## src/rtl/spi_transaction_seq.sv

```systemverilog
// spi_transaction_seq: multi-byte SPI transaction sequencer in front of spi_master.
// Owns one chip select for a whole command, keeps a single byte in flight in the
// master and returns received bytes through a one-entry RX buffer.
// Build option: define SPI_SEQ_CS_GUARD_EN to add GUARD-cycle chip-select setup/hold.
module spi_transaction_seq #(
  parameter int unsigned NCS   = 2,
  parameter int unsigned LEN_W = 16,
  parameter int unsigned GUARD = 4
) (
  input  logic                    clk,
  input  logic                    rst,
  input  logic                    cmd_valid,
  output logic                    cmd_ready,
  input  logic [$clog2(NCS)-1:0]  cmd_cs,
  input  logic [LEN_W-1:0]        cmd_len,
  input  logic                    tx_valid,
  output logic                    tx_ready,
  input  logic [7:0]              tx_data,
  output logic                    rx_valid,
  input  logic                    rx_ready,
  output logic [7:0]              rx_data,
  output logic                    busy,
  output logic [NCS-1:0]          cs_n,
  output logic                    spi_req,
  input  logic                    spi_ready,
  input  logic                    spi_done,
  output logic [7:0]              spi_tx,
  input  logic [7:0]              spi_rx
);

  localparam int unsigned CsW = $clog2(NCS);

  typedef enum logic [2:0] {
    StIdle,
    StSetup,
    StIssue,
    StWaitDone,
    StHold
  } state_e;

  state_e           state_q, state_d;
  logic [LEN_W-1:0] rem_q, rem_d;
  logic [NCS-1:0]   cs_n_q, cs_n_d;
  logic             rx_valid_q, rx_valid_d;
  logic [7:0]       rx_data_q, rx_data_d;

`ifdef SPI_SEQ_CS_GUARD_EN
  localparam int unsigned GuardW   = (GUARD > 1) ? $clog2(GUARD) : 1;
  localparam logic [GuardW-1:0] GuardMax = GuardW'(GUARD - 1);

  logic [GuardW-1:0] guard_q, guard_d;
`else
  // Parameter has no effect in this build; keep it referenced.
  logic [31:0] unused_guard;
  assign unused_guard = GUARD;
`endif

  // Next-state, datapath updates and handshake decode
  always_comb begin
    state_d    = state_q;
    rem_d      = rem_q;
    cs_n_d     = cs_n_q;
    rx_valid_d = rx_valid_q;
    rx_data_d  = rx_data_q;
`ifdef SPI_SEQ_CS_GUARD_EN
    guard_d    = guard_q;
`endif
    cmd_ready  = 1'b0;
    spi_req    = 1'b0;
    tx_ready   = 1'b0;

    // Drain first; a fill below can only happen when the buffer is already empty.
    if (rx_valid_q && rx_ready) begin
      rx_valid_d = 1'b0;
    end

    unique case (state_q)
      StIdle: begin
        cmd_ready = 1'b1;
        if (cmd_valid) begin
          rem_d = cmd_len;
          // Out-of-range index leaves every select deasserted.
          for (int i = 0; i < NCS; i++) begin
            cs_n_d[i] = (cmd_cs != CsW'(i));
          end
`ifdef SPI_SEQ_CS_GUARD_EN
          guard_d = '0;
          state_d = StSetup;
`else
          state_d = StIssue;
`endif
        end
      end
`ifdef SPI_SEQ_CS_GUARD_EN
      StSetup: begin
        if (guard_q == GuardMax) begin
          guard_d = '0;
          state_d = StIssue;
        end else begin
          guard_d = guard_q + GuardW'(1);
        end
      end
`endif
      StIssue: begin
        // Only issue into an empty RX buffer so the returning byte always has room.
        spi_req  = tx_valid & ~rx_valid_q;
        tx_ready = spi_req & spi_ready;
        if (tx_ready) begin
          state_d = StWaitDone;
        end
      end
      StWaitDone: begin
        if (spi_done) begin
          rx_data_d  = spi_rx;
          rx_valid_d = 1'b1;
          if (rem_q == '0) begin
`ifdef SPI_SEQ_CS_GUARD_EN
            guard_d = '0;
            state_d = StHold;
`else
            cs_n_d  = '1;
            state_d = StIdle;
`endif
          end else begin
            rem_d   = rem_q - LEN_W'(1);
            state_d = StIssue;
          end
        end
      end
`ifdef SPI_SEQ_CS_GUARD_EN
      StHold: begin
        if (guard_q == GuardMax) begin
          guard_d = '0;
          cs_n_d  = '1;
          state_d = StIdle;
        end else begin
          guard_d = guard_q + GuardW'(1);
        end
      end
`endif
      default: begin
        state_d = StIdle;
      end
    endcase
  end

  // State and datapath registers, synchronous reset
  always_ff @(posedge clk) begin
    if (rst) begin
      state_q    <= StIdle;
      rem_q      <= '0;
      cs_n_q     <= '1;
      rx_valid_q <= 1'b0;
      rx_data_q  <= '0;
`ifdef SPI_SEQ_CS_GUARD_EN
      guard_q    <= '0;
`endif
    end else begin
      state_q    <= state_d;
      rem_q      <= rem_d;
      cs_n_q     <= cs_n_d;
      rx_valid_q <= rx_valid_d;
      rx_data_q  <= rx_data_d;
`ifdef SPI_SEQ_CS_GUARD_EN
      guard_q    <= guard_d;
`endif
    end
  end

  assign busy     = (state_q != StIdle);
  assign cs_n     = cs_n_q;
  assign rx_valid = rx_valid_q;
  assign rx_data  = rx_data_q;
  assign spi_tx   = tx_data;

endmodule

```

## config.mk

```make
export PLATFORM = sky130hd
export DESIGN_NAME = spi_transaction_seq
export DESIGN_NICKNAME = d
export VERILOG_FILES = /design/src/rtl/spi_transaction_seq.sv
export SDC_FILE = /design/constraint.sdc
export NUM_CORES = 1
export LEC_CHECK = 0
export BUFFER_PORTS_ARGS = -buffer_cell sky130_fd_sc_hd__buf_2
export CORE_UTILIZATION = 48
export CTS_CLUSTER_DIAMETER = 50
export DETAILED_ROUTE_END_ITERATION = 12
export GPL_TIMING_DRIVEN = 0
export PLACE_DENSITY = 0.79
export SETUP_SLACK_MARGIN = 0.4
export SLEW_MARGIN = 20
export SYNTH_ARGS = -nofsm -noshare
export SYNTH_HDL_FRONTEND = slang
export SYNTH_SLANG_ARGS = --single-unit
```

## constraint.sdc

```tcl
create_clock -name clk -period 3 [get_ports clk]
set_input_delay 0.3 -clock clk [delete_from_list [all_inputs] [get_ports clk]]
set_output_delay 0.3 -clock clk [all_outputs]
set_load 0.005 [all_outputs]
```

* Word level (Yosys, flattened, before mapping)
Cells that the tools add are included. Widths: inputs -> output; s select.
Storage, ports and cells: register bits after elaboration 30, input bits 40, output and inout port bits 23, word-level logic and storage cells 45
Cells by class: $add $sub $neg 1, eq/ne operators 7, mux-type cells 19, bitwise logic cells 4, reduce and logical (&&, ||, !) cells 9
Operators by type and width (number):
- $mux 16 | 3
- $pmux 16 s2 | 1
- $logic_not 16->1 | 1
- $sub 16x1->16 const B | 1
- $ne 2x2->1 const B | 5
- $mux 3 | 3
- $pmux 3 s3 | 1
- $mux 2 | 4
- $reduce_and 4->1 | 2
- $eq 3x2->1 const B | 2
- $mux 1 | 6
- $pmux 2 s2 | 1
- $logic_not 3->1 | 1
- $reduce_and 3->1 | 1
- $reduce_bool 3->1 | 1
- $and 1x1->1 | 2
- $not 1->1 | 2
- $reduce_and 2->1 | 1
- $reduce_bool 2->1 | 1
- $logic_and 1x1->1 | 1

* Longest topological paths before layout
Gate-level depths: netlist (run 1).
depth in word-level cells 5, mapped depth 7

* Worst setup path after synthesis (run 1)
No wires, ideal clock.
path type register to register, start point reg rem_q[6], end point reg rem_q[6], arrival 2.219 ns, path slack 0.711 ns, stages on the path, launching flop included 8, buffers on the path 2, clock period less this slack 2.289 ns, path through dfxtp_1 -> or4_1 -> buf_2 -> or4_4 -> o31ai_4 -> buf_6 -> o21ai_0 -> a21oi_1
On the way: cells in the longest elaborated chain, start to end 4, elaborated cells on any way between the ends 7, those cells by class add/sub (1); eq/ne (1); mux (3); reduce/logical (2)
Ends and longest elaborated chain:
- start: declaration | line 42 | logic [LEN_W-1:0] rem_q, rem_d;
- start signal: assignment | line 160 | rem_q <= rem_d;
- $sub 16x1->16 | line 125 | rem_d = rem_q - LEN_W'(1);
- $mux 16 | line 116 | if (rem_q == '0) begin
- $mux 16 | line 113 | if (spi_done) begin
- $pmux 16 s2 | line 77 | unique case (state_q)
Several ways; a longest one is shown, not always the timed one. The select of a mux whose other input is x is not followed. A chain may end at the register's enable or synchronous reset.

* Worst setup path in the final report (run 1)
Same ends and word-level chain as after synthesis.

==> results_dict.tcl, run 1 <==
set metrics [dict create \
    status "completed" \
    ys_warn_count 0 \
    synth_mux_area_share_pct 0.697 \
    grt_max_degree 11 \
    setup_viol 0 \
    rsz0062_at_grt "false" \
    cts_buffer_depth 2 \
    cts_tree "built" \
    slowest_delay_ns 0.54 \
    post-route-period-util_pct 82.3 \
    avgRoutedWirePerCell_um 12.9 \
    antenna_left 0 \
    synth_top_family_by_area "compound AO/OA/AOI/OAI gates" \
    maxCapViolations 0 \
    avgSynthCellArea_um2 7.28 \
    p_total_uw 986 \
    relSlewSlack_pct 60.7 \
    finClkSkew_ns 0.0117 \
    crit_type "register to register" \
    synthCells 222 \
    hold_path.class "primary input to register" \
    areaGrowthSynthToFinish_pct 26.9 \
    die_w_um 60.0 \
    cp_max_fo 10 \
    worstPathCellList "or4_1 > buf_2 > or4_4 > o31ai_4 > buf_12 > buf_6 > o21ai_0 > a21oi_1" \
    synth_compound_area_share_pct 26.8 \
    numCtsBuffers 5 \
    ctsHoldBuffers 0 \
    drive_gt1_share_pct 29.5 \
    coreArea_um2 3130 \
    ys_types 35 \
    drv_slew 0 \
    ys_seq_area_share_pct 35.9 \
    globalRouteTotalUtil_pct 26.5 \
    portBuffers 54 \
    grt-ovfl-total 0 \
    max_freq_mhz 405 \
    cts.sinks 29 \
    setup.worst_path.end_class "register" \
    start_util_pct 51.7 \
    grt_pass1_wl_mm 7.05 \
    drc 0 \
    drt-vias-per-instance 5.40 \
    hpwl_mm 2.91 \
    fp.dieH_um 60.0 \
    num-fill-cells 301 \
    grt_pass1_vias 1568 \
    synthArstFlopShare_pct 0 \
    first_iter_violations 205 \
    yosys_most_used_dff "dfxtp_1" \
    synthSimpleGateAreaFrac_pct 26.5 \
    diodes 0 \
    worst_slew_pin_slew_ns 0.584 \
    p_leak_nw 0.901 \
    root_buffer "clkbuf_4" \
    slowest_stage "or4_4" \
    wl_mm 4.26 \
    synth-edff-count 0 \
    clk_pin_slew_ns 0.10 \
    max-vdd-ir-drop_v 0.000326 \
    crit_arrival_ns 2.73 \
    grt_antenna_before_repair 0 \
    finalHoldViolations 0 \
    synth_fa_ha_area_share_pct 0.774 \
    gp_congestion 0.861 \
    clkLatencyLatePin_ns 0.33 \
    cp_top_family "simple AND/OR/NAND/NOR gates" \
    p_per_area_nw_per_um2 481 \
    finalSetupTns_ns 0 \
    min_period_ns 2.47 \
    vias 1777 \
    required_ns 3.26 \
    netlist_area_um2 1620 \
    die-area_um2 3600 \
    ys_ff_latch 29 \
    path_buf_inv 3 \
    cp-start-kind "register" \
    synth_nets 263 \
    final_nets 325 \
    h-tree-depth 2 \
    ios 63 \
    drt_pre_antenna_iters 6 \
    synth-xor-area-share_pct 0 \
    rows 20 \
]
[cell families after synthesis]
logic type / after synthesis
buffers and inverters: 25
AO/OA/AOI/OAI: 74
flip-flops: 29
AND/OR/NAND/NOR: 92
adder cells (fa/ha/maj): 1
multiplexers: 1
[final timing paths]
| path | from | endpoint | slack [ns] | depth (start not counted) |
|---|---|---|---|---|
| setup / recovery | rem_q[6] | rem_q[6] | 0.53 | 8 |
| hold / removal | spi_rx[5] | rx_data[5] | 0.19 | 3 |
| setup reg to reg | rem_q[6] | rem_q[6] | 0.53 | 8 |
| hold reg to reg | rx_data[2] | rx_data[2] | 0.46 | 2 |
[worst min-delay path, stage by stage]
cell     delay (ns)
buf_2          0.09
nand2_1        0.04
a21oi_1        0.05
[synth_stat cells (2+ instances only)]
library cell | count | area (um2)
a211oi_1 | 2 | 15.0
a21o_2 | 2 | 17.5
a21oi_1 | 34 | 170
a31oi_1 | 2 | 12.5
and2_1 | 3 | 18.8
buf_4 | 11 | 82.6
buf_6 | 2 | 22.5
clkbuf_1 | 7 | 26.3
dfxtp_1 | 29 | 581
inv_1 | 3 | 11.3
nand2_1 | 53 | 199
nand2b_1 | 3 | 18.8
nand3_1 | 6 | 30.0
nor2_1 | 10 | 37.5
nor3_1 | 3 | 15.0
nor3b_1 | 2 | 15.0
nor4_1 | 4 | 25.0
o21a_1 | 2 | 15.0
o21ai_0 | 23 | 115
o31ai_1 | 4 | 30.0
o41ai_1 | 2 | 17.5
or4_1 | 2 | 15.0
[layout make-up]
cell class                      instances  area (um2)  share of cell area, %
Buffer                                 22         140                   6.83
Multi-Input combinational cell        168         885                   43.1
Timing Repair Buffer                   55         290                   14.1
Clock buffer                            6        51.3                   2.50
Sequential cell                        29         582                   28.4
Tap cell                               44        55.1                   2.68
Inverter                                3        11.3                  0.549
Clock inverter                          2        37.5                   1.83
[power by group]
part / total, mW / switching, mW / leakage (nW) / internal [mW]
clock network: 0.348 / 0.150 / 0.0445 / 0.198
registers: 0.420 / 0.0159 / 0.237 / 0.404
logic: 0.218 / 0.127 / 0.620 / 0.0914
total: 0.986 / 0.293 / 0.901 / 0.693
[sequential cells by signal, summed over array words and instances (netlist names)]
register,cells
cs_n,2
rem_q,16
rx_data,8
rx_valid,1
state_q,2
[per-stage QoR]
step	hold slack (ns)	setup slack (ns)	cell area (um2)	std cells	util, %
finish	0.188	0.530	2050	329	65.6
floorplan	0.436	0.711	1620	222	-
global placement	0.439	0.492	1940	320	62.1
global route	0.179	0.427	2050	329	65.6
detailed placement	0.443	0.468	1940	320	62.1
CTS	0.176	0.435	2030	328	64.9
[cell usage in the layout, fill, tap and decap left out, types with 2 or more instances in the layout]
| cell type | instances |
|---|---|
| a211oi_1 | 2 |
| a21o_2 | 2 |
| a21oi_1 | 34 |
| a31oi_1 | 2 |
| and2_1 | 3 |
| buf_2 | 55 |
| buf_4 | 11 |
| buf_6 | 2 |
| clkbuf_1 | 7 |
| clkbuf_4 | 5 |
| dfxtp_1 | 28 |
| inv_1 | 3 |
| nand2_1 | 53 |
| nand2b_1 | 3 |
| nand3_1 | 6 |
| nor2_1 | 10 |
| nor3_1 | 3 |
| nor3b_1 | 2 |
| nor4_1 | 4 |
| o21a_1 | 2 |
| o21ai_0 | 23 |
| o31ai_1 | 4 |
| o41ai_1 | 2 |
| or4_1 | 2 |
[what timing repair did]
action,in CTS,in global routing
endpoints found under the hold margin,0,0
resized for setup,0,1
pin swaps,1,1
buffers inserted,0,1
cloned,0,0
endpoints found under the setup margin,1,11
[per-layer routing]
| layer | track usage [%] | up-vias | routed length [um] |
|---|---|---|---|
| li1 | - | 895 | - |
| met1 | 36.0 | 787 | 1960 |
| met2 | 41.1 | 90 | 1910 |
| met3 | 6.71 | 5 | 338 |
| met4 | 8.31 | 0 | 48 |
| met5 | 0 | - | 0 |
No activity file was read; power rests on OpenSTA's default activity.
==> inputs of run 2 (changes only) <==
- ABC_AREA: unset -> 1
- CORE_UTILIZATION: 48 -> 50
- PLACE_DENSITY: 0.79 -> 0.8
- clock period: 3 -> 2.5 ns (I/O delays scaled with it)
==> run 2 against run 1 <==
  * Maximum frequency is 37% higher
  * Hold slack worse by 0.072 ns
  * Sequential share of layout area down 2.4 points
  * Largest cell class unchanged
  * Highest routed layer unchanged
==> results_dict.tcl, run 2 <==
set metrics [dict create \
    netlist_area_um2 1820 \
    post-cts-setup-buffers 0 \
    holdWs_ns 0.116 \
    avgSynthCellArea_um2 6.37 \
    ys_seq_area_share_pct 31.9 \
    reg2regPathDepth 10 \
    synthArstFlopShare_pct 0 \
    r2r_setup_slack_ns 0.70 \
    seq_area_um2 581 \
    cp_max_fo 10 \
    wl_mm 4.33 \
    die_w_um 62.4 \
    hpwl_mm 3.31 \
    root_buffer "clkbuf_4" \
    ios 63 \
    fp.dieH_um 62.4 \
    met3_usage_pct 6.99 \
    worst_slew_pin_slew_ns 0.690 \
    drt-vias-per-instance 4.95 \
    hold_path.class "primary input to register" \
    yosys_most_used_dff "dfxtp_1" \
    p_sw_uw 529 \
    areaGrowthSynthToFinish_pct 22.7 \
    numCtsBuffers 5 \
    grt_max_degree 11 \
    crit_arrival_ns 2.05 \
    max-vdd-ir-drop_v 0.000382 \
    multi_input_area_um2 1040 \
    crit_type "register to register" \
    drv_slew 0 \
    largest_register_ffs 16 \
    status "completed" \
    ys_warn_count 0 \
    max_freq_mhz 555 \
    grtUsageMet2_pct 41.2 \
    portBuffers 54 \
    seq_power_share_pct 38.4 \
    synth_largest_area_cell "dfxtp_1" \
    netlist_top_cells_count "nand2_1 (73), nor2_1 (54), dfxtp_1 (29), o21ai_0 (26)" \
    r2r_start "rem_q[0]" \
    grt-ovfl-total 0 \
    cts_buffer_depth 2 \
    antenna_left 0 \
    required_ns 2.75 \
    top_usage_layer "met2" \
    synthCells 286 \
    cts.sinks 29 \
    ys_ff_latch 29 \
    largest-register "rem_q" \
    netlist.area_leader.share_pct 31.9 \
    hold_end "state_q[1]" \
    grt_pass1_wl_mm 7.51 \
    avgRoutedWirePerCell_um 11.0 \
    clkLatencyLatePin_ns 0.32 \
    start_util_pct 53.3 \
    grt_antenna_before_repair 0 \
    final_common_cell "nand2_1" \
    swShare_pct 35.9 \
    diodes 0 \
    cts_tree "built" \
    cp-start-kind "register" \
    rows 21 \
    rsz0062_at_grt "false" \
    ys_types 30 \
    grt_pass1_vias 1792 \
    setup_viol 0 \
    post-route-period-util_pct 72.0 \
    p_clk_share_pct 27.5 \
    die-area_um2 3890 \
    finalSetupTns_ns 0 \
    globalRouteMet1Util_pct 29.4 \
    final_nets 388 \
    r2r-end "rem_q[15]" \
    drive_gt1_share_pct 29.9 \
    h-tree-depth 2 \
    finClkSkew_ns 0.0109 \
    vias 1952 \
    p_leak_nw 1.16 \
    cts_resized 0 \
    ctsHoldBuffers 0 \
    min_path_cells 2 \
    gp_congestion 0.875 \
    synth.most_common_cell "nand2_1" \
    synth_area_leaders "dfxtp_1 (32%), nand2_1 (15%), nor2_1 (11%)" \
    finalHoldViolations 0 \
    drt_pre_antenna_iters 4 \
    p_int_uw 947 \
    globalRouteTotalUtil_pct 24.3 \
    coreArea_um2 3420 \
    min_period_ns 1.80 \
    num-fill-cells 346 \
    drc 0 \
    relSlewSlack_pct 54.0 \
    maxCapViolations 0 \
    clk_pin_slew_ns 0.10 \
    mostFrequentLayoutCells "nand2_1 (73), buf_2 (57), nor2_1 (54), dfxtp_1 (29), o21ai_0 (26)" \
    hp-start "rst" \
    synth_nets 327 \
    p_per_area_nw_per_um2 660 \
    synth-edff-count 0 \
    p_comb_share_pct 34.1 \
    first_iter_violations 124 \
    setup.worst_path.end_class "register" \
]
-- run 2: cell types whose count changed in the layout (fill, tap and decap cells not counted), moves of 4 or more --
| cell | previous run | this run |
|---|---|---|
| inv_2 | 0 | 5 |
| nor2_1 | 10 | 54 |
| nand2_1 | 53 | 73 |
| nand3_1 | 6 | 21 |
| o31ai_1 | 4 | 0 |
| nor4_1 | 4 | 0 |
| nand2_2 | 0 | 10 |
| clkbuf_1 | 7 | 3 |
| a21oi_2 | 0 | 6 |
| inv_1 | 3 | 21 |
| a21oi_1 | 34 | 5 |
-- run 2: layout make-up --
cell class                 instances  area share (%)
buffer                            15            4.70
clock buffer                       7            2.46
clock inverter                     1            1.34
inverter                          26            4.37
multi-input combinational        216            46.5
sequential                        29            26.0
tap                               46            2.58
timing repair buffer              54            12.1
-- run 2: power groups by stage --
stage	sequential, mW	clock (mW)	combinational (mW)
2_1_floorplan	0.561	0	0.385
3_3_place_gp	0.572	0	0.490
3_5_place_dp	0.575	0	0.502
4_1_cts	0.564	0.413	0.503
5_1_grt	0.574	0.441	0.566
6_report	0.566	0.406	0.503
-- run 2: cells by family after synthesis --
kind of cell | synth area share [%]
AND/OR/NAND/NOR | 41.6
adder cells (fa/ha/maj) | 0.687
XOR/XNOR | 0.962
buffers and inverters | 11.1
AO/OA/AOI/OAI | 13.7
flip-flops | 31.9
-- run 2: routing by layer --
metal | up-vias | routed length (um)
met5 | - | 0
met4 | 0 | 43
met3 | 4 | 250
met2 | 59 | 2060
met1 | 867 | 1980
li1 | 1022 | -
-- run 2: critical path, cell delays in order, from the launching register on --
cell,delay (ns)
dfxtp_1,0.40
inv_1,0.08
ha_1,0.25
nand3_4,0.13
nor2_2,0.06
nand2_2,0.08
nand2_4,0.07
a21oi_4,0.26
buf_6,0.21
nand2_2,0.07
a21oi_2,0.10
-- run 2: worst max path at each step --
stage | from | end | slack (ns) | depth (start not counted)
after global routing | rem_q[0] | rem_q[15] | 0.58 | 10
after floorplan | rem_q[0] | rem_q[13] | 0.99 | 10
after detailed placement | rem_q[0] | rem_q[3] | 0.74 | 10
final | rem_q[0] | rem_q[15] | 0.70 | 10
after global placement | rem_q[0] | rem_q[15] | 0.78 | 10
after CTS | rem_q[0] | rem_q[15] | 0.70 | 10
-- run 2: stage by stage --
step	util (%)	setup WS (ns)	power [mW]	instance area [um2]	instances
6_report	65.4	0.699	1.48	2230	394
2_1_floorplan	-	0.986	0.946	1820	286
5_1_grt	65.4	0.576	1.58	2230	394
3_3_place_gp	62.9	0.776	1.06	2150	386
4_1_cts	65.4	0.703	1.48	2230	394
3_5_place_dp	62.9	0.735	1.08	2150	386
==> inputs of run 3 (changes only) <==
- CORE_UTILIZATION: 50 -> 45
- PLACE_DENSITY: 0.8 -> 0.76
- clock period: 2.5 -> 1.5 ns (I/O delays scaled with it)
==> run 3 against run 2 <==
  * The run now ends with negative setup slack left
  * Combinational power increased to 2.6 times the previous value
  * Final cell count increased by 6.9%
  * Critical path depth unchanged
  * Register-to-register slack got worse by 0.75 ns
  * Largest cell class unchanged
  * Clock skew decreased by 0.0036 ns
  * Sequential cell count unchanged
==> results_dict.tcl, run 3 (synthesis results as in run 2) <==
set metrics [dict create \
    grt_max_degree 11 \
    ctsHoldBuffers 0 \
    max-vdd-ir-drop_v 0.000719 \
    p_clk_share_pct 27.5 \
    vias 2147 \
    p_sw_mw 1.12 \
    r2r-end "rem_q[6]" \
    first_iter_violations 123 \
    gp_congestion 0.844 \
    final_common_cell "nand2_1" \
    grt-ovfl-total 0 \
    h-tree-depth 2 \
    clk_pin_slew_ns 0.06 \
    crit_path_start "rem_q[13]" \
    min_period_ns 1.55 \
    drt-vias-per-instance 5.10 \
    avgRoutedWirePerCell_um 13.0 \
    rows 22 \
    drt_pre_antenna_iters 4 \
    root_buffer "clkbuf_8" \
    final_nets 413 \
    setup_viol 6 \
    pre_cts_ws_ns -0.103 \
    grt_antenna_before_repair 0 \
    drive_gt1_share_pct 45.0 \
    coreArea_um2 3770 \
    diodes 0 \
    p_per_area_nw_per_um2 1150 \
    die_w_um 65.6 \
    reg2regPathDepth 10 \
    cp_max_fo 5 \
    r2r_start "rem_q[13]" \
    clkLatencyLatePin_ns 0.29 \
    num-fill-cells 286 \
    start_util_pct 48.3 \
    rsz0062_at_grt "true" \
    finalHoldViolations 0 \
    fp.dieH_um 65.6 \
    grt_pass1_wl_mm 7.74 \
    holdWs_ns 0.0620 \
    p_int_mw 2.02 \
    required_ns 1.64 \
    portBuffers 54 \
    drv_slew 0 \
    p_leak_nw 1.36 \
    cts_tree "built" \
    hpwl_mm 3.14 \
    finClkSkew_ns 0.00726 \
    min_path_cells 2 \
    hold_path.class "primary input to register" \
    numCtsBuffers 5 \
    antenna_left 0 \
    largest-register "rem_q" \
    grt_pass1_vias 1756 \
    globalRouteTotalUtil_pct 23.5 \
    drc 0 \
    setup.worst_path.end_class "register" \
    post-route-period-util_pct 103 \
    cts_buffer_depth 2 \
    violations "negative setup slack" \
    die-area_um2 4310 \
    maxCapViolations 0 \
    wl_mm 5.46 \
    layout_setup_ws_ns -0.0514 \
    seq_power_share_pct 31.1 \
    cp-start-kind "register" \
    ios 63 \
    hold_end "state_q[1]" \
    relSlewSlack_pct 57.2 \
    largest_register_ffs 16 \
    crit_arrival_ns 1.70 \
    mostFrequentLayoutCells "nand2_1 (69), buf_2 (54), nor2_1 (40), dfxtp_1 (23), buf_4 (21)" \
    r2r_setup_slack_ns -0.05 \
    hp-start "rst" \
    worst_slew_pin_slew_ns 0.642 \
    cts.sinks 29 \
    swShare_pct 35.7 \
    max_freq_mhz 645 \
    areaGrowthSynthToFinish_pct 49.5 \
    p_comb_share_pct 41.4 \
    crit_type "register to register" \
    status "complete, but fails checks" \
]
## run 3: worst max-delay path, cell delays in order (launching register included)
cell	delay, ns
dfxtp_1	0.35
nor2_1	0.16
nand2_1	0.08
nor2_1	0.16
nand2_2	0.09
nand2_4	0.09
a21oi_4	0.06
buf_6	0.12
buf_6	0.12
o21ai_2	0.13
nor2_1	0.06
## run 3: what timing repair did
action / CTS / global route
setup buffers: 12 / 10
gates cloned: 2 / 1
pin swaps: 12 / 14
endpoints found under the setup margin: 23 / 31
resized for setup: 28 / 44
## run 3: final cells by class
cell class	instances	area [um2]	share of cell area [%]
timing repair buffer	79	549	20.2
clock inverter	2	37.5	1.38
sequential	29	593	21.8
inverter	26	105	3.86
clock buffer	6	82.6	3.03
tap	48	60.1	2.21
multi-input combinational	216	1180	43.2
buffer	15	119	4.37
## run 3: power groups by stage
stage               clock network, mW  registers (mW)  logic [mW]
floorplan                           0           0.941       0.662
global placement                    0           0.962       0.838
detailed placement                  0           0.963       0.856
CTS                             0.863           0.954        1.13
global route                    0.910           0.984        1.40
finish                          0.863           0.976        1.30
## run 3: how the worst max path moves through the flow
stage | endpoint | slack, ns | cells past startpoint
floorplan | rem_q[10] | 0.11 | 10
global placement | rem_q[3] | -0.06 | 10
detailed placement | rem_q[3] | -0.10 | 10
CTS | rem_q[6] | -0.02 | 11
global route | rem_q[6] | -0.15 | 10
finish | rem_q[6] | -0.05 | 10
## run 3: through the flow
stage | TNS, ns | instance area (um2) | std cells | power, mW | util, %
floorplan | 0 | 1860 | 286 | 1.60 | -
global placement | -0.403 | 2190 | 388 | 1.80 | 58.0
detailed placement | -0.652 | 2190 | 388 | 1.82 | 58.0
CTS | -0.0701 | 2510 | 410 | 2.94 | 66.6
global route | -1.52 | 2720 | 421 | 3.30 | 72.2
finish | -0.107 | 2720 | 421 | 3.14 | 72.2
## run 3: layer usage
| metal | vias up | GRT usage, % | routed length, um |
|---|---|---|---|
| li1 | 1072 | - | - |
| met1 | 986 | 30.3 | 2340 |
| met2 | 72 | 37.0 | 2670 |
| met3 | 17 | 5.21 | 295 |
| met4 | 0 | 10.1 | 150 |
| met5 | - | 0 | 0 |
